===== config.mk =====
export PLATFORM = sky130hd
export DESIGN_NAME = controlador_varredura
export DESIGN_NICKNAME = d
export VERILOG_FILES = /design/src/rtl/controlador_varredura.sv
export SDC_FILE = /design/constraint.sdc
export NUM_CORES = 1
export LEC_CHECK = 0
export ABC_AREA = 1
export ABC_CLOCK_PERIOD_IN_PS = 1500
export CAP_MARGIN = 30
export CORE_MARGIN = 5
export CORE_UTILIZATION = 47
export CTS_BUF_LIST = sky130_fd_sc_hd__clkbuf_2
export DETAILED_ROUTE_END_ITERATION = 6
export HOLD_SLACK_MARGIN = 0.05
export PLACE_DENSITY = 0.78
export SLEW_MARGIN = 40
export SYNTH_ARGS = -nofsm -noshare
export SYNTH_HDL_FRONTEND = slang
export SYNTH_SLANG_ARGS = --single-unit
export TNS_END_PERCENT = 30

===== constraint.sdc =====
create_clock -name clk -period 1.5 [get_ports clk]
set_input_delay 0.3 -clock clk [delete_from_list [all_inputs] [get_ports clk]]
set_output_delay 0.3 -clock clk [all_outputs]
set_load 0.02 [all_outputs]

===== src/rtl/controlador_varredura.sv =====
// Column scan controller for the 7x5 LED matrix: column index/enable generation
// plus a double-buffered frame store that only swaps at the frame boundary.
module controlador_varredura #(
  parameter int DIV_COLUNA = 1000,
  parameter int APAGAMENTO = 2
) (
  input  logic        clk,
  input  logic        rst_n,
  input  logic        habilita,
  input  logic [34:0] quadro_in,
  input  logic        quadro_valido,
  output logic        quadro_pronto,
  output logic [2:0]  contador,
  output logic        enable,
  output logic [6:0]  mapa0,
  output logic [6:0]  mapa1,
  output logic [6:0]  mapa2,
  output logic [6:0]  mapa3,
  output logic [6:0]  mapa4,
  output logic        fim_quadro
);

  localparam int PW = (DIV_COLUNA > 1) ? $clog2(DIV_COLUNA) : 1;
  localparam logic [PW-1:0] P_ULTIMO = PW'(DIV_COLUNA - 1);
  localparam logic [PW-1:0] P_APAG   = PW'(APAGAMENTO);

  typedef enum logic [1:0] {
    DESLIGADO,
    APAGADO,
    ACESO
  } estado_t;

  estado_t       r_estado;
  estado_t       w_proxEstado;
  logic [PW-1:0] r_prescaler;
  logic [PW-1:0] w_proxPrescaler;
  logic [PW-1:0] w_prescalerInc;
  logic [2:0]    r_contador;
  logic [2:0]    w_proxContador;
  logic          r_fim;
  logic          w_proxFim;
  logic          r_pend;
  logic [34:0]   r_sombra;
  logic [34:0]   r_quadro;
  logic          w_tick;
  logic          w_aceita;
  logic          w_troca;

  assign w_prescalerInc = r_prescaler + 1'b1;
  assign w_tick         = (r_prescaler == P_ULTIMO) && habilita;

  always_ff @(posedge clk or negedge rst_n) begin
    if (!rst_n) begin
      r_estado    <= DESLIGADO;
      r_prescaler <= '0;
      r_contador  <= 3'd0;
      r_fim       <= 1'b0;
    end else begin
      r_estado    <= w_proxEstado;
      r_prescaler <= w_proxPrescaler;
      r_contador  <= w_proxContador;
      r_fim       <= w_proxFim;
    end
  end

  // Dropping habilita abandons the current column outright, whatever the state.
  always_comb begin
    w_proxEstado    = r_estado;
    w_proxPrescaler = r_prescaler;
    w_proxContador  = r_contador;
    w_proxFim       = 1'b0;
    if (!habilita) begin
      w_proxEstado    = DESLIGADO;
      w_proxPrescaler = '0;
      w_proxContador  = 3'd0;
    end else begin
      case (r_estado)
        DESLIGADO: begin
          w_proxEstado    = APAGADO;
          w_proxPrescaler = '0;
        end
        APAGADO: begin
          w_proxPrescaler = w_prescalerInc;
          if (w_prescalerInc >= P_APAG) begin
            w_proxEstado = ACESO;
          end
        end
        ACESO: begin
          if (w_tick) begin
            w_proxEstado    = APAGADO;
            w_proxPrescaler = '0;
            w_proxContador  = (r_contador == 3'd4) ? 3'd0 : r_contador + 3'd1;
            w_proxFim       = (r_contador == 3'd4);
          end else begin
            w_proxPrescaler = w_prescalerInc;
          end
        end
        default: begin
          w_proxEstado    = DESLIGADO;
          w_proxPrescaler = '0;
          w_proxContador  = 3'd0;
        end
      endcase
    end
  end

  // Accept and swap are mutually exclusive through r_pend, so a frame offered
  // on the swap cycle waits one clock for quadro_pronto.
  assign w_aceita = quadro_valido && !r_pend;
  assign w_troca  = r_pend && ((r_estado == DESLIGADO) ||
                               ((r_estado == ACESO) && w_tick && (r_contador == 3'd4)));

  always_ff @(posedge clk or negedge rst_n) begin
    if (!rst_n) begin
      r_pend   <= 1'b0;
      r_sombra <= '0;
      r_quadro <= '0;
    end else if (w_aceita) begin
      r_pend   <= 1'b1;
      r_sombra <= quadro_in;
    end else if (w_troca) begin
      r_pend   <= 1'b0;
      r_quadro <= r_sombra;
    end
  end

  assign quadro_pronto = !r_pend;
  assign contador      = r_contador;
  assign enable        = (r_estado == ACESO);
  assign fim_quadro    = r_fim;
  assign mapa0         = r_quadro[34:28];
  assign mapa1         = r_quadro[27:21];
  assign mapa2         = r_quadro[20:14];
  assign mapa3         = r_quadro[13:7];
  assign mapa4         = r_quadro[6:0];

endmodule

# == After elaboration in Yosys (flattened, before gate mapping) ==
# Index checks and enable logic that the tools add are counted.
# word_totals
regBits,87
elab_cells,47
# classes
add_sub_neg,2
magnitude_cmp,1
n_eq_ne,7
mux,16
bitwise_logic,1
reduce_logical,13
# ops
cell,count
$mux W10,2
$pmux W10 S2,1
$add A10 B1 Y10 const B,1
$eq A10 B10 Y1 const B,1
$ge A10 B2 Y1 const B,1
$mux W3,3
$mux W2,3
$pmux W2 S3,1
$pmux W3 S2,1
$reduce_and A2 Y1,3
$logic_and A1 B1 Y1,5
$mux W1,5
$add A3 B1 Y3 const B,1
$eq A3 B3 Y1 const B,1
$ne A3 B2 Y1 const B,1
$ne A3 B3 Y1 const B,1
$eq A2 B1 Y1 const B,1
$eq A2 B2 Y1 const B,1
$logic_not A2 Y1,1
$ne A2 B2 Y1 const B,1
$reduce_bool A2 Y1,1
$reduce_or A2 Y1,1
$logic_not A1 Y1,1
$logic_or A1 B1 Y1,1
$not A1 Y1,1

# == Logic depth before layout (Yosys ltp) ==
# Gate-level depths: netlist of the first run.
# logic_depth
ltp_word,8
ltp_mapped,13
ltp_nobuf,13

# == Least setup slack after synthesis of the first run ==
# No wires, ideal clock.
# synth_path
path_type,register -> register
startpoint,reg r_estado[0]
endpoint,reg r_quadro[0]
setup_time_ns,0.117
t_arrival_ns,1.623
setup_slack_ns,-0.240
path_stages_with_launch,11
cell_sequence,dfrtp_1 inv_1 ha_1 inv_1 nor3_2 or2_1 buf_6 nand2_4 buf_6 nand2_1 nand2_1
# synth_between
elab_chain_len,6
elab_cells_between_ends,7
# synth_lines
item,line,rtl
from (decl),33,estado_t r_estado;
from (signal assigned),59,r_estado <= w_proxEstado;
$eq A2 B2 Y1,-,
named net enable,14,"output logic enable,"
$logic_and A1 B1 Y1 (2 in a row),111,((r_estado == ACESO) && w_tick && (r_contador == 3'd4)));
$logic_or A1 B1 Y1,110,assign w_troca = r_pend && ((r_estado == DESLIGADO) ||
$logic_and A1 B1 Y1,110,
$reduce_and A2 Y1 (no source line),-,
to (signal assigned),123,r_quadro <= r_sombra;
to (decl),44,logic [34:0] r_quadro;
# The timed path passes the listed nets, and every way through them passes these cells.
# A chain may end at the register's enable or synchronous reset.

# == Worst setup path after layout of the first run ==
# layout_path
startpoint,reg r_prescaler[0]
endpoint,reg r_quadro[27]
# layout_between
elab_chain_len,7
# layout_lines
item,line,rtl
from (decl),35,logic [PW-1:0] r_prescaler;
from (signal assigned),60,r_prescaler <= w_proxPrescaler;
$eq A10 B10 Y1,50,assign w_tick = (r_prescaler == P_ULTIMO) && habilita;
$logic_and A1 B1 Y1,50,
$logic_and A1 B1 Y1 (2 in a row),111,
$logic_or A1 B1 Y1,110,
$logic_and A1 B1 Y1,110,
$reduce_and A2 Y1 (no source line),-,
# Every way passes these cells.

==> results of run 1 <==
==> flip-flops by register name (all words and copies together) (netlist names) <==
signal	flops
r_estado	2
r_pend	1
r_prescaler	10
r_quadro	35
fim_quadro	1
contador	3
r_sombra	35
==> through the flow <==
| stage | cells | cell area (um^2) |
|---|---|---|
| final | 605 | 5120 |
| after global routing | 605 | 5120 |
| after CTS | 603 | 5040 |
| after detailed placement | 570 | 4900 |
| after global placement | 570 | 4900 |
| after floorplan | 366 | 3730 |
==> worst max-delay path: cells and delay by family (launching register included) <==
family	cells	cell delay, ns
DFF	1	0.42
adders and majority gates	1	0.20
buffers and inverters	1	0.16
and+or+nand+nor	8	0.97
==> synthesized netlist by cell type <==
cell type / number
nand2_1: 117
dfrtp_1: 87
nand3_1: 48
mux2_2: 35
nor2_1: 25
inv_1: 19
ha_1: 8
buf_2: 4
buf_6: 4
buf_4: 3
clkbuf_1: 3
o21ai_0: 3
a21oi_1: 2
nor3_2: 2
inv_2: 1
nand2_4: 1
nand4_1: 1
or2_1: 1
or2_2: 1
xor2_1: 1
==> layer usage <==
| layer | vias to the layer above | track usage | wire length, um |
|---|---|---|---|
| met1 | 1454 | 0.235 | 3850 |
| li1 | 1449 | - | - |
| met4 | 0 | 0.0672 | 137 |
| met3 | 13 | 0.0453 | 457 |
| met5 | - | 0 | 0 |
| met2 | 85 | 0.321 | 4520 |
==> cell type report <==
| class | count | area [um^2] | share of cell area |
|---|---|---|---|
| Clock inverter | 5 | 108 | 0.0210 |
| Multi-Input combinational cell | 246 | 1440 | 0.280 |
| Timing Repair Buffer | 135 | 1150 | 0.224 |
| Inverter | 20 | 75.1 | 0.0147 |
| Tap cell | 102 | 128 | 0.0249 |
| Clock buffer | 10 | 50.0 | 0.00977 |
| Sequential cell | 87 | 2180 | 0.425 |
==> power by group <==
group	switching [W]	total [W]	internal (W)
sequential	0.000532	0.00387	0.00333
combinational	0.00249	0.00456	0.00207
clock	0.000763	0.00149	0.000724
total	0.00379	0.00992	0.00613
==> repair_timing <==
item                       4_1_cts  5_1_grt
setup endpoints to repair       90       65
hold buffers                     1        0
hold endpoints to repair        82        0
cloned                           1        1
gates resized for setup        179       16
pin swaps                        9       13
buffers inserted                16        1
==> final timing paths <==
path,from,end,slack (ns),depth (start not counted)
min reg2reg,r_quadro[10],r_quadro[10],0.50,2
min in group clk,quadro_in[17],r_sombra[17],0.40,2
min,rst_n,r_prescaler[1],0.25,2
max in group asynchronous,rst_n,contador[2],0.71,3
max,r_prescaler[0],r_quadro[27],-0.36,10
max reg2reg,r_prescaler[0],r_quadro[27],-0.36,10
==> cell families (layout without fill, tap and decap cells) <==
logic type	count (synthesis)	count (layout)	synth area share
simple gates	196	197	0.222
flops	87	87	0.588
mux	35	35	0.106
buf+inv	34	170	0.0470
fa+ha+maj	8	8	0.0270
compound gates	5	5	0.00676
xor+xnor	1	1	0.00237
==> flow_summary.toml, run 1 <==
[global_routing]
grt_pass1_vias = 3113
grt_max_degree = 38
grt_pass1_wl_um = 14800
grtUsageTotal = 0.189
antenna_found_initial = 0
grt_overflow = 0

[drt]
drc_errors = 0
vias = 3001
routed_wl_um = 8960
avgViaCountPerCell = 4.96
drt_iter0_drc = 75
dr.pass1.iters = 4
routedWlPerCell_um = 14.8
ant_nets = 0

[critical_path]
cpPeakStageDelay_ns = 0.42
crit_slowest_cell = "dfrtp_1"
required_ns = 1.89
critPathKind = "reg2reg"
end_kind = "flip-flop"
crit_arrival_ns = 2.25
crit_fanout = 18
path_cells = "ha_2 > nand2_2 > nor3_2 > nand3_1 > nor3_2 > or2_1 > buf_12 > nand2_8 > nand2_1 > nand2_1"
cp-start-kind = "flip-flop"

[placement]
dp.final_hpwl_um = 6140
place.gp.congestion = 0.856
portBuffers = 79
detailedPlace.worstSlack_ns = -0.568

[power_and_ir_drop]
p_total_w = 0.00992
peakVddDrop_mv = 0.953
cellLeakagePower_nw = 2.56
powerDensity_mw_per_mm2 = 1940

[final_layout]
diodes = 0
area.growth.synth_to_final_pct = 38.4
fin_util = 0.666
layout_commonest_cell = "nand2_1"
final_nets = 546
layout-drive-gt1-share = 0.336
final_cell_mix = "nand2_1, dfrtp_1, nand3_1, buf_4, clkdlybuf4s50_1"
fillers = 608

[yosys]
syn_area_per_cell_um2 = 10.1
netlist_instances = 366
syn_nets = 413
yosys_register_bits = 87
syn_area_mm2 = 0.00370
yosys.cell_types.count = 20
synth_top_area_frac = 0.588
synth_warnings = 0
synth.area.top_cells = "dfrtp_1, nand2_1, mux2_2"
synth_top_area_cell = "dfrtp_1"
ys_seq_area_frac = 0.588

[floorplanning]
dieArea_mm2 = 0.00975
die_h_um = 98.8
initial_core_util = 0.482
ios = 80
rows = 32
coreArea_mm2 = 0.00769
die_w_um = 98.8

[timing]
fmax_ghz = 0.537
holdWs_ns = 0.249
min_period_ns = 1.86
rsz0062_at_grt = "yes"
slew_headroom = 0.677
skew_ns = 0.0223
setup_ws_ns = -0.361
finalHoldViolations = 0
slew_violations = 0
tightest_slew_ns = 0.484
fin_setup_tns_ns = -12.67
fin_crit_sh = 1.24
setup_violations = 47

[outcome]
status = "finished, violations left"
violations = "negative setup slack"

[clock_tree]
cts_made_buffers = 9
cts_sinks = 87
root_buffer = "clkbuf_2"
clk_path_buf_depth = 2
htree_levels = 3
cts_tree = "built"
clock_latency_ns = 0.49
clk_pin_slew_worst_paths_ns = 0.23

[job]
drv_cap = 0

[worst_hold_path]
hold_class = "in2async"
Power figures use the tool's default switching activity.
==> inputs of run 2 (changes only) <==
- HOLD_SLACK_MARGIN: 0.05 -> unset
- TNS_END_PERCENT: 30 -> unset
==> flow_summary.toml, run 2 (synthesized netlist as in run 1, its figures left out) <==
[placement]
dp.final_hpwl_um = 5730
placed_cells = 571
portBuffers = 79
place.gp.congestion = 0.924

[critical_path]
crit_arrival_ns = 2.23
crit_slowest_cell = "dfrtp_1"
ff2ff_setup_slack_ns = -0.27
path_cells = "ha_2 > nand2_2 > nor3_2 > nand3_1 > nor3_2 > or2_4 > buf_12 > nand2_8 > nand2_2 > nand2_1"
cpPeakStageDelay_ns = 0.41
crit_cells = 10
cp_top_family = "simple AND/OR/NAND/NOR gates"
required_ns = 1.96
critPathKind = "reg2reg"
end_kind = "flip-flop"
path_buf_inv = 1
r2r_cells = 10
crit_fanout = 17
cp-start-kind = "flip-flop"

[floorplanning]
die_h_um = 98.8
dieArea_mm2 = 0.00975
rows = 32
initial_core_util = 0.482
coreArea_mm2 = 0.00769
die_w_um = 98.8
ios = 80

[worst_hold_path]
hold_class = "in2async"

[timing]
rsz0062_at_grt = "yes"
fmax_ghz = 0.563
skew_ns = 0.0201
setup_ws_ns = -0.275
min_period_ns = 1.77
holdWs_ns = 0.258
fin_crit_sh = 1.18
slew_violations = 0
setup_violations = 48
fin_setup_tns_ns = -10.00
tightest_slew_ns = 0.572
slew_headroom = 0.619
finalHoldViolations = 0

[final_layout]
fillers = 564
diodes = 0
final_nets = 565
final_cell_mix = "nand2_1, dfrtp_1, buf_4, nand3_1, buf_6"
layout_commonest_cell = "nand2_1"
instances_no_fill = 625
area.growth.synth_to_final_pct = 52.4
layout-drive-gt1-share = 0.419
reg_top3 = "r_quadro: 35 flops, r_sombra: 35 flops, r_prescaler: 10 flops"

[drt]
drc_errors = 0
routedWlPerCell_um = 14.9
ant_nets = 0
avgViaCountPerCell = 4.98
vias = 3110
drt_iter0_drc = 121
routed_wl_um = 9310
dr.pass1.iters = 5

[global_routing]
grtUsageTotal = 0.193
grt_pass1_vias = 3215
grt_overflow = 0
grt_pass1_wl_um = 15100
grt_max_degree = 88
antenna_found_initial = 0

[outcome]
status = "finished, violations left"
violations = "negative setup slack"

[power_and_ir_drop]
comb_power_share = 0.516
cellLeakagePower_nw = 2.72
sw_frac_of_total = 0.385
seqPwrFrac = 0.354
internal_power_w = 0.00687
switching_power_w = 0.00431
clkPwrFrac = 0.130
p_total_w = 0.0112
powerDensity_mw_per_mm2 = 1980
peakVddDrop_mv = 0.994

[clock_tree]
root_buffer = "clkbuf_2"
htree_levels = 3
cts_made_buffers = 9
clk_pin_slew_worst_paths_ns = 0.25
clk_path_buf_depth = 2
cts_tree = "built"
clock_latency_ns = 0.54
cts_sinks = 87

[job]
drv_cap = 0
==> run 2: cell types whose count changed in the layout (fill, tap and decap cells not counted), sizes merged <==
cell | before | now
clkinv | 2 | 0
clkbuf | 11 | 10
clkinvlp | 0 | 2
buf | 96 | 114
inv | 20 | 23
nand2 | 119 | 120
bufinv | 3 | 2
==> run 2: path summary, 6_finish.rpt <==
path / start / to
min in group clk: quadro_in[9] / r_sombra[9]
setup reg to reg: r_prescaler[0] / r_quadro[5]
max in group asynchronous: rst_n / r_quadro[15]
setup / recovery: r_prescaler[0] / r_quadro[5]
hold reg to reg: r_sombra[12] / r_quadro[12]
hold / removal: rst_n / r_prescaler[2]
==> run 2: final cells by class <==
type | count | area, um^2 | area share
sequential | 87 | 2180 | 0.386
multi-input combinational | 247 | 1600 | 0.284
clock inverter | 7 | 104 | 0.0184
timing repair buffer | 153 | 1510 | 0.268
tap | 102 | 128 | 0.0226
inverter | 20 | 75.1 | 0.0133
clock buffer | 9 | 45.0 | 0.00798
==> run 2: timing repair <==
| item | CTS | global route |
|---|---|---|
| gates resized for setup | 210 | 86 |
| hold endpoints to repair | 87 | 0 |
| hold buffers | 1 | 0 |
| pin swaps | 22 | 6 |
| gates cloned | 3 | 1 |
| setup buffers | 23 | 14 |
| setup endpoints to repair | 91 | 87 |
==> run 2: power groups by stage <==
stage          Sequential (W)  Clock, W  Combinational, W
2_1_floorplan         0.00438         0           0.00214
3_3_place_gp          0.00390         0           0.00451
3_5_place_dp          0.00393         0           0.00467
4_1_cts               0.00386   0.00146           0.00496
5_1_grt               0.00407   0.00158           0.00622
6_report              0.00396   0.00145           0.00577
==> run 2: layer usage <==
layer / track usage / share of wire
met5: 0 / 0
met4: 0.0683 / 0.024
met3: 0.0481 / 0.057
met2: 0.330 / 0.51
met1: 0.237 / 0.41
==> run 2: stage by stage <==
stage / cell area, um^2 / setup slack, ns / util
after floorplan: 3740 / -0.160 / -
after global placement: 4940 / -0.521 / 0.642
after detailed placement: 4940 / -0.580 / 0.642
after CTS: 5270 / -0.236 / 0.686
after global routing: 5640 / -0.401 / 0.734
final: 5640 / -0.275 / 0.734
==> run 2: worst min-delay path: stages <==
cell and delay, ns:
dlygate4sd3_1 0.52, buf_4 0.11, buf_12 0.33
==> inputs of run 3 (changes only) <==
- RECOVER_POWER: unset -> 100
==> flow_summary.toml, run 3 (synthesized netlist as in run 1, its figures left out) <==
[clock_tree]
cts_sinks = 87
htree_levels = 3
clk_path_buf_depth = 2
cts_made_buffers = 9
clock_latency_ns = 0.55
cts_tree = "built"
clk_pin_slew_worst_paths_ns = 0.27
root_buffer = "clkbuf_2"

[global_routing]
grt_pass1_vias = 3215
grt_pass1_wl_um = 15100
grt_max_degree = 88
grt_overflow = 0
grtUsageTotal = 0.193
antenna_found_initial = 0

[outcome]
violations = "negative setup slack"
status = "finished, violations left"

[critical_path]
crit_fanout = 17
path_buf_inv = 1
crit_arrival_ns = 2.24
crit_slowest_cell = "dfrtp_1"
cp_top_family = "simple AND/OR/NAND/NOR gates"
required_ns = 1.97
critPathKind = "reg2reg"
path_cells = "ha_2 > nand2_2 > nor3_2 > nand3_1 > nor3_2 > or2_4 > buf_12 > nand2_8 > nand2_1 > nand2_1"
end_kind = "flip-flop"
cpPeakStageDelay_ns = 0.41
cp-start-kind = "flip-flop"

[final_layout]
instances_no_fill = 625
seqCellArea_mm2 = 0.00218
reg_top3 = "r_quadro: 35 flops, r_sombra: 35 flops, r_prescaler: 10 flops"
area.growth.synth_to_final_pct = 51.6
fillers = 569
final_nets = 565
multi_input_area_mm2 = 0.00160
diodes = 0
design_area_mm2 = 0.00561
layout_commonest_cell = "nand2_1"
layout-drive-gt1-share = 0.417
final_cell_mix = "nand2_1, dfrtp_1, buf_4, nand3_1, buf_6"

[placement]
place_area_mm2 = 0.00494
placed_cells = 571
portBuffers = 79
place.gp.congestion = 0.924
dp.final_hpwl_um = 5730

[job]
drv_cap = 0

[floorplanning]
ios = 80
dieArea_mm2 = 0.00975
coreArea_mm2 = 0.00769
die_h_um = 98.8
initial_core_util = 0.482
die_w_um = 98.8
rows = 32

[timing]
finalHoldViolations = 0
fin_setup_tns_ns = -9.89
min_period_ns = 1.77
setup_violations = 47
slew_headroom = 0.293
fin_crit_sh = 1.18
tightest_slew_ns = 1.06
rsz0062_at_grt = "yes"
setup_ws_ns = -0.274
skew_ns = 0.0235
fmax_ghz = 0.564
slew_violations = 0

[drt]
drc_errors = 0
vias = 3131
routed_wl_um = 9310
routedWlPerCell_um = 14.9
drt_iter0_drc = 130
dr.pass1.iters = 5
ant_nets = 0
avgViaCountPerCell = 5.01

[power_and_ir_drop]
powerDensity_mw_per_mm2 = 1990
cellLeakagePower_nw = 2.71
peakVddDrop_mv = 1.00

[worst_hold_path]
hold_class = "in2reg"
[run 3: changes by cell type in the layout (fill, tap and decap cells not counted)]
cell      previous run  this run
clkbuf_4             0         2
clkbuf_2             9        11
buf_12               8         6
buf_2                6         5
nand2_2             17        16
buf_4               60        59
nand2_1             99       100
[run 3: cell type report]
cell class              instances  share of cell area
flip-flops and latches         87               0.388
multi-input cells             247               0.285
repair buffers                153               0.265
well taps                     102              0.0227
clock inverters                 7              0.0185
inverters                      20              0.0134
clock buffers                   9             0.00803
[run 3: final timing paths]
kind	start	endpoint	slack, ns	cells past startpoint
min in group asynchronous	rst_n	r_quadro[9]	0.54	3
hold / removal	quadro_in[9]	r_sombra[9]	0.33	2
hold reg to reg	r_sombra[12]	r_quadro[12]	0.51	2
setup reg to reg	r_prescaler[0]	r_quadro[34]	-0.27	10
max in group asynchronous	rst_n	r_quadro[15]	0.29	3
setup / recovery	r_prescaler[0]	r_quadro[34]	-0.27	10
[run 3: metrics by stage]
| stage | setup WS, ns | utilization | hold slack (ns) | total power (W) |
|---|---|---|---|---|
| floorplan | -0.160 | - | 0.00441 | 0.00652 |
| global placement | -0.521 | 0.642 | 0.371 | 0.00842 |
| detailed placement | -0.580 | 0.642 | 0.374 | 0.00860 |
| CTS | -0.236 | 0.686 | 0.284 | 0.0103 |
| global route | -0.401 | 0.730 | 0.270 | 0.0118 |
| finish | -0.274 | 0.730 | 0.325 | 0.0111 |
[run 3: layer usage]
| layer | GRT usage | vias up | wire [um] |
|---|---|---|---|
| li1 | - | 1490 | - |
| met1 | 0.237 | 1530 | 3870 |
| met2 | 0.330 | 92 | 4750 |
| met3 | 0.0481 | 19 | 453 |
| met5 | 0 | - | 0 |
| met4 | 0.0683 | 0 | 232 |
[run 3: report_power, final]
part           leakage, nW  total [W]  switching (W)  internal, W
Clock               0.0811    0.00146       0.000885     0.000574
Combinational         1.55    0.00573        0.00279      0.00293
Sequential            1.08    0.00396       0.000623      0.00334
[run 3: worst register-to-register path, delay by kind of cell, from the launching register on]
kind | cells | cell delay [ns]
and+or+nand+nor | 8 | 0.95
DFF | 1 | 0.41
adders and majority gates | 1 | 0.19
buffers and inverters | 1 | 0.16
[run 3: what timing repair did]
item / 4_1_cts / 5_1_grt
hold buffers: 1 / 0
buffers inserted: 23 / 14
pin swaps: 22 / 6
hold endpoints to repair: 87 / 0
gates resized for setup: 210 / 86
endpoints found under the setup margin: 91 / 87
cloned: 3 / 1
